$ cat src/rtl/sha256_pkg.sv
// Shared types and constants for the SHA-256 message padder.
// Covers the FSM states, the kinds of trailing extra block, and the fill modes.
package sha256_pkg;

  localparam int S_DATA_W    = 256;
  localparam int M_DATA_W    = 512;
  localparam int S_KEEP_W    = S_DATA_W / 8;
  localparam int BLOCK_BYTES = 64;
  localparam int LEN_BYTES   = 8;
  localparam int CNT_W       = 61;
  localparam logic [7:0] PAD_BYTE = 8'h80;

  typedef enum logic [1:0] {
    ACC_LO    = 2'd0,
    ACC_HI    = 2'd1,
    PAD_EXTRA = 2'd2
  } pad_state_t;

  typedef enum logic {
    LEN_ONLY = 1'b0,
    MARK_LEN = 1'b1
  } extra_kind_t;

  typedef enum logic [1:0] {
    FILL_DATA     = 2'd0,
    FILL_MARK     = 2'd1,
    FILL_MARK_LEN = 2'd2,
    FILL_LEN      = 2'd3
  } fill_mode_t;

  // Byte count of a last beat: the run of ones in tkeep starting at bit 31.
  function automatic logic [5:0] keep_bytes(input logic [S_KEEP_W-1:0] keep);
    logic       run;
    logic [5:0] n;
    run = 1'b1;
    n   = '0;
    for (int i = S_KEEP_W - 1; i >= 0; i--) begin
      run = run & keep[i];
      n   = n + {5'd0, run};
    end
    return n;
  endfunction

endpackage

$ cat src/rtl/sha256_pad_fill.sv
// Builds one 512-bit block: the first b data bytes, an optional 0x80 marker at
// byte b, zero fill, and an optional 64-bit big-endian length in bytes 56-63.
module sha256_pad_fill
  import sha256_pkg::*;
(
  input  logic [M_DATA_W-1:0] data,
  input  logic [6:0]          b,
  input  logic [63:0]         len,
  input  fill_mode_t          mode,
  output logic [M_DATA_W-1:0] block
);

  logic mark;
  logic len_en;

  assign mark   = (mode == FILL_MARK) || (mode == FILL_MARK_LEN);
  assign len_en = (mode == FILL_MARK_LEN) || (mode == FILL_LEN);

  always_comb begin
    block = '0;
    for (int i = 0; i < BLOCK_BYTES; i++) begin
      if (i < int'(b))
        block[M_DATA_W-1-8*i -: 8] = data[M_DATA_W-1-8*i -: 8];
      else if ((i == int'(b)) && mark)
        block[M_DATA_W-1-8*i -: 8] = PAD_BYTE;
      if (len_en && (i >= BLOCK_BYTES - LEN_BYTES))
        block[M_DATA_W-1-8*i -: 8] = len[8*(BLOCK_BYTES-1-i) +: 8];
    end
  end

endmodule

$ cat src/rtl/sha256_msg_pad.sv
// SHA-256 message padder: packs 256-bit message beats into padded 512-bit
// blocks with the 0x80 marker and the 64-bit bit-length trailer.
module sha256_msg_pad
  import sha256_pkg::*;
#(
  parameter int S_AXIS_TDATA_WIDTH = S_DATA_W,
  parameter int M_AXIS_TDATA_WIDTH = M_DATA_W
) (
  input  logic                            axis_aclk,
  input  logic                            axis_areset,
  input  logic                            s_axis_tvalid,
  output logic                            s_axis_tready,
  input  logic [S_AXIS_TDATA_WIDTH-1:0]   s_axis_tdata,
  input  logic [S_AXIS_TDATA_WIDTH/8-1:0] s_axis_tkeep,
  input  logic                            s_axis_tlast,
  output logic                            m_axis_tvalid,
  input  logic                            m_axis_tready,
  output logic [M_AXIS_TDATA_WIDTH-1:0]   m_axis_tdata,
  output logic [M_AXIS_TDATA_WIDTH/8-1:0] m_axis_tkeep,
  output logic                            m_axis_tlast
);

  pad_state_t    state, state_next;
  extra_kind_t   kind, kind_next;
  logic [CNT_W-1:0]    cnt, cnt_sum;
  logic [S_DATA_W-1:0] lo;

  logic          out_free, accept;
  logic [5:0]    beat_n;
  logic [M_DATA_W-1:0] fill_data, fill_block;
  logic [6:0]    fill_b;
  logic [63:0]   fill_len;
  fill_mode_t    fill_mode;
  logic          load, load_last, store_lo;

  assign out_free      = !m_axis_tvalid || m_axis_tready;
  assign s_axis_tready = ((state == ACC_LO) || (state == ACC_HI)) && out_free;
  assign accept        = s_axis_tvalid && s_axis_tready;
  assign m_axis_tkeep  = '1;

  // Only a last beat can be short; earlier beats always carry 32 bytes.
  assign beat_n   = s_axis_tlast ? keep_bytes(s_axis_tkeep) : 6'd32;
  assign cnt_sum  = cnt + CNT_W'(beat_n);
  assign fill_len = (state == PAD_EXTRA) ? {cnt, 3'b000} : {cnt_sum, 3'b000};

  sha256_pad_fill u_fill (
    .data  (fill_data),
    .b     (fill_b),
    .len   (fill_len),
    .mode  (fill_mode),
    .block (fill_block)
  );

  always_comb begin
    state_next = state;
    kind_next  = kind;
    fill_data  = '0;
    fill_b     = 7'd0;
    fill_mode  = FILL_DATA;
    load       = 1'b0;
    load_last  = 1'b0;
    store_lo   = 1'b0;
    case (state)
      ACC_LO: begin
        fill_data = {s_axis_tdata, {S_DATA_W{1'b0}}};
        fill_b    = {1'b0, beat_n};
        fill_mode = FILL_MARK_LEN;
        if (accept) begin
          if (!s_axis_tlast) begin
            store_lo   = 1'b1;
            state_next = ACC_HI;
          end else begin
            load      = 1'b1;
            load_last = 1'b1;
          end
        end
      end
      ACC_HI: begin
        fill_data = {lo, s_axis_tdata};
        fill_b    = 7'd32 + {1'b0, beat_n};
        if (!s_axis_tlast || (fill_b == 7'd64))
          fill_mode = FILL_DATA;
        else if (fill_b <= 7'd55)
          fill_mode = FILL_MARK_LEN;
        else
          fill_mode = FILL_MARK;
        if (accept) begin
          load       = 1'b1;
          state_next = ACC_LO;
          if (s_axis_tlast) begin
            if (fill_b <= 7'd55) begin
              load_last = 1'b1;
            end else begin
              // No room for the length: it goes in a trailing block.
              state_next = PAD_EXTRA;
              kind_next  = (fill_b == 7'd64) ? MARK_LEN : LEN_ONLY;
            end
          end
        end
      end
      PAD_EXTRA: begin
        fill_mode = (kind == MARK_LEN) ? FILL_MARK_LEN : FILL_LEN;
        if (out_free) begin
          load       = 1'b1;
          load_last  = 1'b1;
          state_next = ACC_LO;
        end
      end
      default: state_next = ACC_LO;
    endcase
  end

  always_ff @(posedge axis_aclk or posedge axis_areset) begin
    if (axis_areset) begin
      state <= ACC_LO;
      kind  <= LEN_ONLY;
      cnt   <= '0;
      lo    <= '0;
    end else begin
      state <= state_next;
      kind  <= kind_next;
      if (store_lo)
        lo <= s_axis_tdata;
      if (load_last)
        cnt <= '0;
      else if (accept)
        cnt <= cnt_sum;
    end
  end

  always_ff @(posedge axis_aclk or posedge axis_areset) begin
    if (axis_areset) begin
      m_axis_tvalid <= 1'b0;
      m_axis_tlast  <= 1'b0;
      m_axis_tdata  <= '0;
    end else if (load) begin
      m_axis_tvalid <= 1'b1;
      m_axis_tlast  <= load_last;
      m_axis_tdata  <= fill_block;
    end else if (m_axis_tready) begin
      m_axis_tvalid <= 1'b0;
    end
  end

endmodule

$ cat config.mk
export PLATFORM = sky130hd
export DESIGN_NAME = sha256_msg_pad
export DESIGN_NICKNAME = d
export VERILOG_FILES = /design/src/rtl/sha256_pkg.sv /design/src/rtl/sha256_pad_fill.sv /design/src/rtl/sha256_msg_pad.sv
export SDC_FILE = /design/constraint.sdc
export NUM_CORES = 2
export LEC_CHECK = 0
export ABC_AREA = 1
export CAP_MARGIN = 20
export CORE_AREA = 4 4 339 341
export CTS_CLUSTER_DIAMETER = 100
export DETAILED_ROUTE_END_ITERATION = 12
export DIE_AREA = 0 0 343 345
export HOLD_SLACK_MARGIN = 0.1
export SYNTH_ARGS = -nofsm -noshare
export SYNTH_HDL_FRONTEND = slang
export SYNTH_SLANG_ARGS = --single-unit
export TNS_END_PERCENT = 50
$ cat constraint.sdc
create_clock -name axis_aclk -period 46.3 [get_ports axis_aclk]
set_clock_uncertainty 0.05 [all_clocks]
set_input_delay 4.63 -clock axis_aclk [delete_from_list [all_inputs] [get_ports axis_aclk]]
set_output_delay 4.63 -clock axis_aclk [all_outputs]
set_load 0.02 [all_outputs]
==> Word level (Yosys, flattened, before mapping) <==
Index checks and enable logic that the tools add are counted.
{ "op_classes": {"bitwise_logic": 32, "n_shift": 0, "order_cmp": 65, "mul": 0, "add_sub_neg": 33, "n_mux": 168, "eq_ne": 73, "reduce_logical": 79, "n_div": 0} }
{ "op_table": {"columns": ["cell", "n"], "rows": [
  ["$mux 8", 136],
  ["$pmux 512 s2", 1],
  ["$eq 7x7->1 const A", 32],
  ["$lt 6x7->1 const A", 32],
  ["$add 6x1->6", 26],
  ["$mux 61", 2],
  ["$eq 6x7->1 const A", 16],
  ["$lt 5x7->1 const A", 16],
  ["$logic_and 1x1->1", 66],
  ["$mux 64", 1],
  ["$add 61x6->61", 1],
  ["$eq 5x7->1 const A", 8],
  ["$lt 4x7->1 const A", 8],
  ["$and 1x1->1", 31],
  ["$eq 4x7->1 const A", 4],
  ["$lt 3x7->1 const A", 4],
  ["$mux 2", 8],
  ["$eq 3x7->1 const A", 2],
  ["$lt 1x7->1 const A", 2],
  ["$lt 2x7->1 const A", 2],
  ["$mux 1", 14],
  ["$pmux 7 s2", 1],
  ["$pmux 2 s3", 2],
  ["$ne 2x2->1 const B", 4],
  ["other kinds (20)", 31]
]} }
{ "totals": {"mem_bits_rw": 0, "latch_bits": 0, "in_bits": 293, "ff_bits": 834, "output_inout_bits": 579, "word_cells": 457, "mem_bits_ro": 0, "n_memories": 0} }

==> Logic depth before layout (Yosys ltp) <==
{ "logic_depth": {"ltp_word": 44, "depth_mapped": 54, "mapped_depth_nobuf": 54} }

==> Hierarchy <==
From an unflattened synthesis, not the netlist that was laid out.
{ "unflattened": {"hier_cells": 6323, "area_unflattened_um2": 44302.5} }
{ "modules_own_cells": {"columns": ["module", "seq_area_each_um2", "area_per_inst_um2", "n_inst", "cells_each"], "rows": [
  ["sha256_msg_pad", 20870.0, 38678.3, 1, 4985],
  ["sha256_pad_fill", 0.0, 5624.1, 1, 1338]
]} }

==> Worst setup path after synthesis <==
No wires, ideal clock.
{ "synth_path": {"path_type": "in2reg", "start": "input s_axis_tkeep[31]", "end": "register m_axis_tdata[62]", "n_path_buf": 0, "setup_slack_ps": 33832, "arrival_time_ps": 12302, "required_time_ps": 46134, "cell_stages": 52, "cell_sequence": "nand3_2 -> nor2_2 -> nand4_2 -> nor2_2 -> nand4_2 -> nor2_2 -> nand4_2 -> nor2_4 -> nand4_2 -> nor2_2 -> nand4_2 -> nor2_2 -> nand2_1 -> inv_1 -> nand2_1 -> inv_1 -> fa_1 -> fa_1 -> (+16 left out) -> nand2_1 -> inv_1 -> a21oi_2 -> nor2_1 -> o21ai_2 -> nor2_2 -> nand2_1 -> nor2_1 -> nand2_1 -> nor2_2 -> nand4_2 -> nor2_1 -> nand3_1 -> xor2_1 -> o21bai_1 -> nand2_1 -> nand2_1 -> nand2_1"} }
{ "synth_via": {"elab_chain_cells": 41} }
{ "synth_rtl": {"columns": ["item", "line_no", "text"], "rows": [
  ["start: declaration", "sha256_msg_pad.sv:14", "input logic [S_AXIS_TDATA_WIDTH/8-1:0] s_axis_tkeep,"],
  ["$and 1x1->1", "sha256_pkg.sv:38", "run = run & keep[i];"],
  ["$add 1x1->2 / $and 1x1->1 (equally long branches)", "sha256_pkg.sv:39, sha256_pkg.sv:38", null],
  ["$add 2x1->3 / $and 1x1->1 (equally long branches)", "sha256_pkg.sv:39, sha256_pkg.sv:38", null],
  ["$add 3x1->4 / $and 1x1->1 (equally long branches)", "sha256_pkg.sv:39, sha256_pkg.sv:38", null],
  ["$add 4x1->5 / $and 1x1->1 (equally long branches)", "sha256_pkg.sv:39, sha256_pkg.sv:38", null],
  ["$add 5x1->6 / $and 1x1->1 (equally long branches)", "sha256_pkg.sv:39, sha256_pkg.sv:38", null],
  ["$add 6x1->6 / $and 1x1->1 (equally long branches) (25 in a row)", "sha256_pkg.sv:39, sha256_pkg.sv:38", null],
  ["$add 6x1->6 *", "sha256_pkg.sv:39", "n = n + {5'd0, run};"],
  ["$mux 6 *", "sha256_msg_pad.sv:42", "assign beat_n = s_axis_tlast ? keep_bytes(s_axis_tkeep) : 6'd32;"],
  ["$add 6x6->7", "sha256_msg_pad.sv:80", "fill_b = 7'd32 + {1'b0, beat_n};"],
  ["$le 7x6->1 / $eq 7x7->1 (equally long branches)", "sha256_msg_pad.sv:83, sha256_msg_pad.sv:81", null],
  ["$mux 2 / $logic_or 1x1->1 (equally long branches)", "sha256_msg_pad.sv:83, sha256_msg_pad.sv:81", null],
  ["$mux 2", "sha256_msg_pad.sv:81", "if (!s_axis_tlast || (fill_b == 7'd64))"],
  ["$pmux 2 s3", "sha256_msg_pad.sv:63", "case (state)"],
  ["$eq 2x2->1", "sha256_pad_fill.sv:17", "assign len_en = (mode == FILL_MARK_LEN) || (mode == FILL_LEN);"],
  ["$logic_or 1x1->1", "sha256_pad_fill.sv:17", null],
  ["$mux 8 *", "sha256_pad_fill.sv:26", "if (len_en && (i >= BLOCK_BYTES - LEN_BYTES))"],
  ["end signal: assignment", "sha256_msg_pad.sv:139", "m_axis_tdata <= fill_block;"],
  ["end: declaration", "sha256_msg_pad.sv:18", "output logic [M_AXIS_TDATA_WIDTH-1:0] m_axis_tdata,"]
]} }
Mark *: on every way between the ends. The rest lies on a longest branch, timed or not.
A chain may end at the register's enable or synchronous reset.

==> Worst setup path in the final report <==
{ "layout_path": {"start": "input s_axis_tkeep[31]", "end": "register m_axis_tdata[503]"} }
{ "layout_via": {"elab_chain_cells": 43} }
{ "layout_rtl": {"columns": ["item", "line_no", "text"], "rows": [
  ["$and 1x1->1", "sha256_pkg.sv:38", null],
  ["$add 1x1->2 / $and 1x1->1 (equally long branches)", "sha256_pkg.sv:39, sha256_pkg.sv:38", null],
  ["$add 2x1->3 / $and 1x1->1 (equally long branches)", "sha256_pkg.sv:39, sha256_pkg.sv:38", null],
  ["$add 3x1->4 / $and 1x1->1 (equally long branches)", "sha256_pkg.sv:39, sha256_pkg.sv:38", null],
  ["$add 4x1->5 / $and 1x1->1 (equally long branches)", "sha256_pkg.sv:39, sha256_pkg.sv:38", null],
  ["$add 5x1->6 / $and 1x1->1 (equally long branches)", "sha256_pkg.sv:39, sha256_pkg.sv:38", null],
  ["$add 6x1->6 / $and 1x1->1 (equally long branches) (25 in a row)", "sha256_pkg.sv:39, sha256_pkg.sv:38", null],
  ["$add 6x1->6 *", "sha256_pkg.sv:39", null],
  ["(+3 left out)", null, null],
  ["$mux 2 / $logic_or 1x1->1 (equally long branches)", "sha256_msg_pad.sv:83, sha256_msg_pad.sv:81", null],
  ["$mux 2", "sha256_msg_pad.sv:81", null],
  ["$pmux 2 s3", "sha256_msg_pad.sv:63", null],
  ["$eq 2x1->1 / $eq 2x2->1 (equally long branches)", "sha256_pad_fill.sv:16", "assign mark = (mode == FILL_MARK) || (mode == FILL_MARK_LEN);"],
  ["$logic_or 1x1->1", "sha256_pad_fill.sv:16", null],
  ["$logic_and 1x1->1", "sha256_pad_fill.sv:24", "else if ((i == int'(b)) && mark)"],
  ["$mux 8", "sha256_pad_fill.sv:24", null],
  ["$mux 8 *", "sha256_pad_fill.sv:22", "if (i < int'(b))"]
]} }
Marks and branches as above.

==> impl_metrics.ini <==
[detailed_routing]
vias_per_cell = 5.20
drt-initial-drc-count = 3252
drt_pass1_iterations = 6
route.detailed.drc = 0
routedWlPerCell_um = 23.5
postRouteAntennaNets = 0
drt_wl_total_um = 163000
via_count = 36200

[worst_setup_path]
cp_slowest_cell = fa_1
rrSetupSlack_ps = 40710
arrival_ps = 14530
path_common_cell = nor2_2
worst_setup_path_end_kind = flip-flop
startpoint_type = input pin
critical_path_class = in2reg
required_ps = 46850
max_stage_delay_ps = 580
cp_max_fo = 17

[grt]
gr-total-overflow = 0
antenna_found_initial = 24
grtUsageTotal_pct = 26.8
grt_max_degree = 222
first_global_vias = 35400
grt_pass1_wl_um = 241000

[yosys]
synth_top_family_by_area = simple AND/OR/NAND/NOR gates
seq_area_frac_synth_pct = 52.5
synthesis.area_mm2 = 0.0398
ys.flop_type = dfrtp_1
async_flop_share_pct = 100
synth_simple_gate_area_share_pct = 18.9
syn_inst = 4699
synth_xor_area_share_pct = 1.23
yosysWarnings = 0
synth_seq_cells = 834
synth.area.mux_share_pct = 0
synthAdderAreaFrac_pct = 1.68
synth_compound_area_share_pct = 17.7
avgSynthCellArea_um2 = 8.46
synth_edf_count = 0
ys_types = 55

[clock_network]
clk_path_buf_depth = 3
cts_setup_buffers = 0
cts-root-buf = clkbuf_16
post_cts_resize_count = 0
cts_hold_buffers = 0
worstSkewPairLatency_ps = 690
cts_sinks = 834
clk_pin_slew_ps = 60
cts_buffers = 98
cts_max_level = 3
cts_tree = built

[placed_design]
portBuffers = 807
hpwl_um = 117000
place_congestion = 0.889
post-place-ws_ps = 31680

[sta]
timing.hold.ws_ps = 425
drv_slew = 0
max_slew.worst_pin.slew_ps = 1250
setup_slack_ps = 32320
rsz0062_at_grt = false
final-setup-viol-count = 0
fmax_mhz = 71.5
timing.setup.tns_ps = 0
finalHoldViolCount = 0
min_period_over_period_pct = 30.2
maxSlewHeadroom_pct = 16.7
period_needed_ps = 13980

[cells_and_area]
area_delta_synth_final_pct = 31.3
nets = 5704
drive_gt1_share_pct = 5.72

[pwr]
vdd_drop_max_mv = 0.0415
p_leak_nw = 23.5
cellPowerDensity_mw_per_mm2 = 62.4

[floorplanning]
rows = 123
die_y_um = 345
dieArea_mm2 = 0.118
die_w_um = 343
io_pins = 872
core_mm2 = 0.112
initial_utilization_pct = 35.5

[flow_run]
maxCapViolCount = 0

[hold_path]
holdCritPathClass = reg2reg

[status]
outcome = finished clean
==> metal layers <==
| metal | wire (um) | share of wire (%) | GRT usage [%] |
|---|---|---|---|
| met5 | 104 | 0.064 | 0 |
| met4 | 6820 | 4.2 | 10.2 |
| met2 | 76500 | 47 | 43.2 |
| met3 | 13200 | 8.1 | 6.72 |
| met1 | 66800 | 41 | 34.7 |
==> path summary, 6_finish.rpt <==
| path | start | endpoint | cells after the start |
|---|---|---|---|
| worst max-delay path | s_axis_tkeep[31] | m_axis_tdata[503]$_DFFE_PP0P_ | 45 |
| worst min-delay path | m_axis_tdata[445]$_DFFE_PP0P_ | m_axis_tdata[445]$_DFFE_PP0P_ | 2 |
| worst max register to register | state[1]$_DFFE_PP0P_ | m_axis_tdata[263]$_DFFE_PP0P_ | 12 |
| worst min register to register | m_axis_tdata[445]$_DFFE_PP0P_ | m_axis_tdata[445]$_DFFE_PP0P_ | 2 |
| max in group asynchronous | axis_areset | lo[66]$_DFFE_PP0P_ | 6 |
| min in group asynchronous | axis_areset | m_axis_tdata[427]$_DFFE_PP0P_ | 2 |
==> cell families (layout without fill, tap and decap cells) <==
| family | Yosys count | after routing |
|---|---|---|
| and+or+nand+nor | 1827 | 1827 |
| buffers and inverters | 769 | 1459 |
| AOI/OAI and AO/OA | 1173 | 1173 |
| adders and majority gates | 39 | 39 |
| DFF | 834 | 834 |
| xor gates and xnor gates | 56 | 56 |
| other | 1 | 78 |
==> through the flow <==
step | cell area, um^2 | instances | util (%) | total power, mW
floorplan | 40000 | 4762 | - | 1.79
global placement | 48800 | 6770 | 43.6 | 2.45
detailed placement | 48800 | 6771 | 43.6 | 2.47
CTS | 52100 | 6951 | 46.6 | 3.29
global route | 52200 | 6961 | 46.6 | 3.43
finish | 52200 | 6966 | 46.6 | 3.26
==> cell usage after synthesis, types with 2 or more instances <==
library cell  number  area, um^2
xnor2_1            2        17.5
a31oi_1           63         394
a21oi_2            7        61.3
nor2_1           176         661
o21ai_1           18        90.1
nor4_1             7        43.8
nand3_1          187         936
nor2_8             4        80.1
a21oi_1           65         325
o32ai_1            5        43.8
inv_2             16        60.1
nand2_2           13        81.3
o21bai_1          18         135
o31ai_1           57         428
o21ai_2            9        78.8
inv_1            412        1550
ha_1              15         188
nand4_2            7        87.6
fa_1              24         480
o21ai_0          740        3700
clkbuf_1         234         878
a21oi_4            3        48.8
nand4_1           14        87.6
buf_4             66         495
xor2_1            54         473
o211ai_1          58         435
nor2_2            19         119
buf_2             26         130
nor2_4             7        78.8
nor3_1            42         210
buf_6              2        22.5
a32o_1           105        1050
o221ai_1           2        17.5
o22ai_1           13        81.3
o21ai_4            3        48.8
nand2_1         1342        5040
dfrtp_1          834       20900
nor3_2             3        30.0
buf_1             10        37.5
a311oi_1           2        17.5
==> worst max-delay path: cells and delay by family <==
kind	cells	cell delay [ps]
adders and majority gates	7	3150
and+or+nand+nor	23	4330
AOI/OAI and AO/OA	4	560
buffers and inverters	11	1850
==> state kept, by name, summed over array words and instances, names as in the netlist <==
signal	count
cnt	61
kind	1
lo	256
m_axis_tdata	512
m_axis_tlast	1
m_axis_tvalid	1
state	2
==> placed cells by master, fill, tap and decap left out, types with 15 or more instances in the layout <==
master	netlist	routed
nand2_1	1342	1340
dfrtp_1	834	834
o21ai_1	18	17
o211ai_1	58	58
nor3_1	42	42
clkbuf_8	0	25
xor2_1	54	54
inv_1	412	409
o21ai_0	740	740
a32o_1	105	105
nand3_1	187	186
clkinv_2	0	22
fa_1	24	24
o21bai_1	18	18
inv_2	16	16
buf_4	66	37
a31oi_1	63	63
nor2_2	19	18
a21oi_1	65	65
clkbuf_16	0	101
clkbuf_1	234	18
clkdlybuf4s50_1	0	807
nor2_1	176	172
o31ai_1	57	57
ha_1	15	15
conb_1	1	64
==> report_power, final <==
part,switching [mW],internal [mW]
clock,0.329,0.473
combinational,0.822,0.479
sequential,0.161,0.993
total,1.31,1.94
==> layout make-up <==
| class | instances | area, um^2 |
|---|---|---|
| well taps | 1500 | 1880 |
| multi-input cells | 3159 | 16000 |
| inverters | 430 | 1640 |
| clock inverters | 36 | 379 |
| repair buffers | 849 | 8450 |
| diodes | 14 | 35.0 |
| flip-flops and latches | 834 | 20900 |
| fillers | 11000 | 59700 |
| clock buffers | 144 | 2940 |
Note: power is estimated with default switching activity, not from simulation.
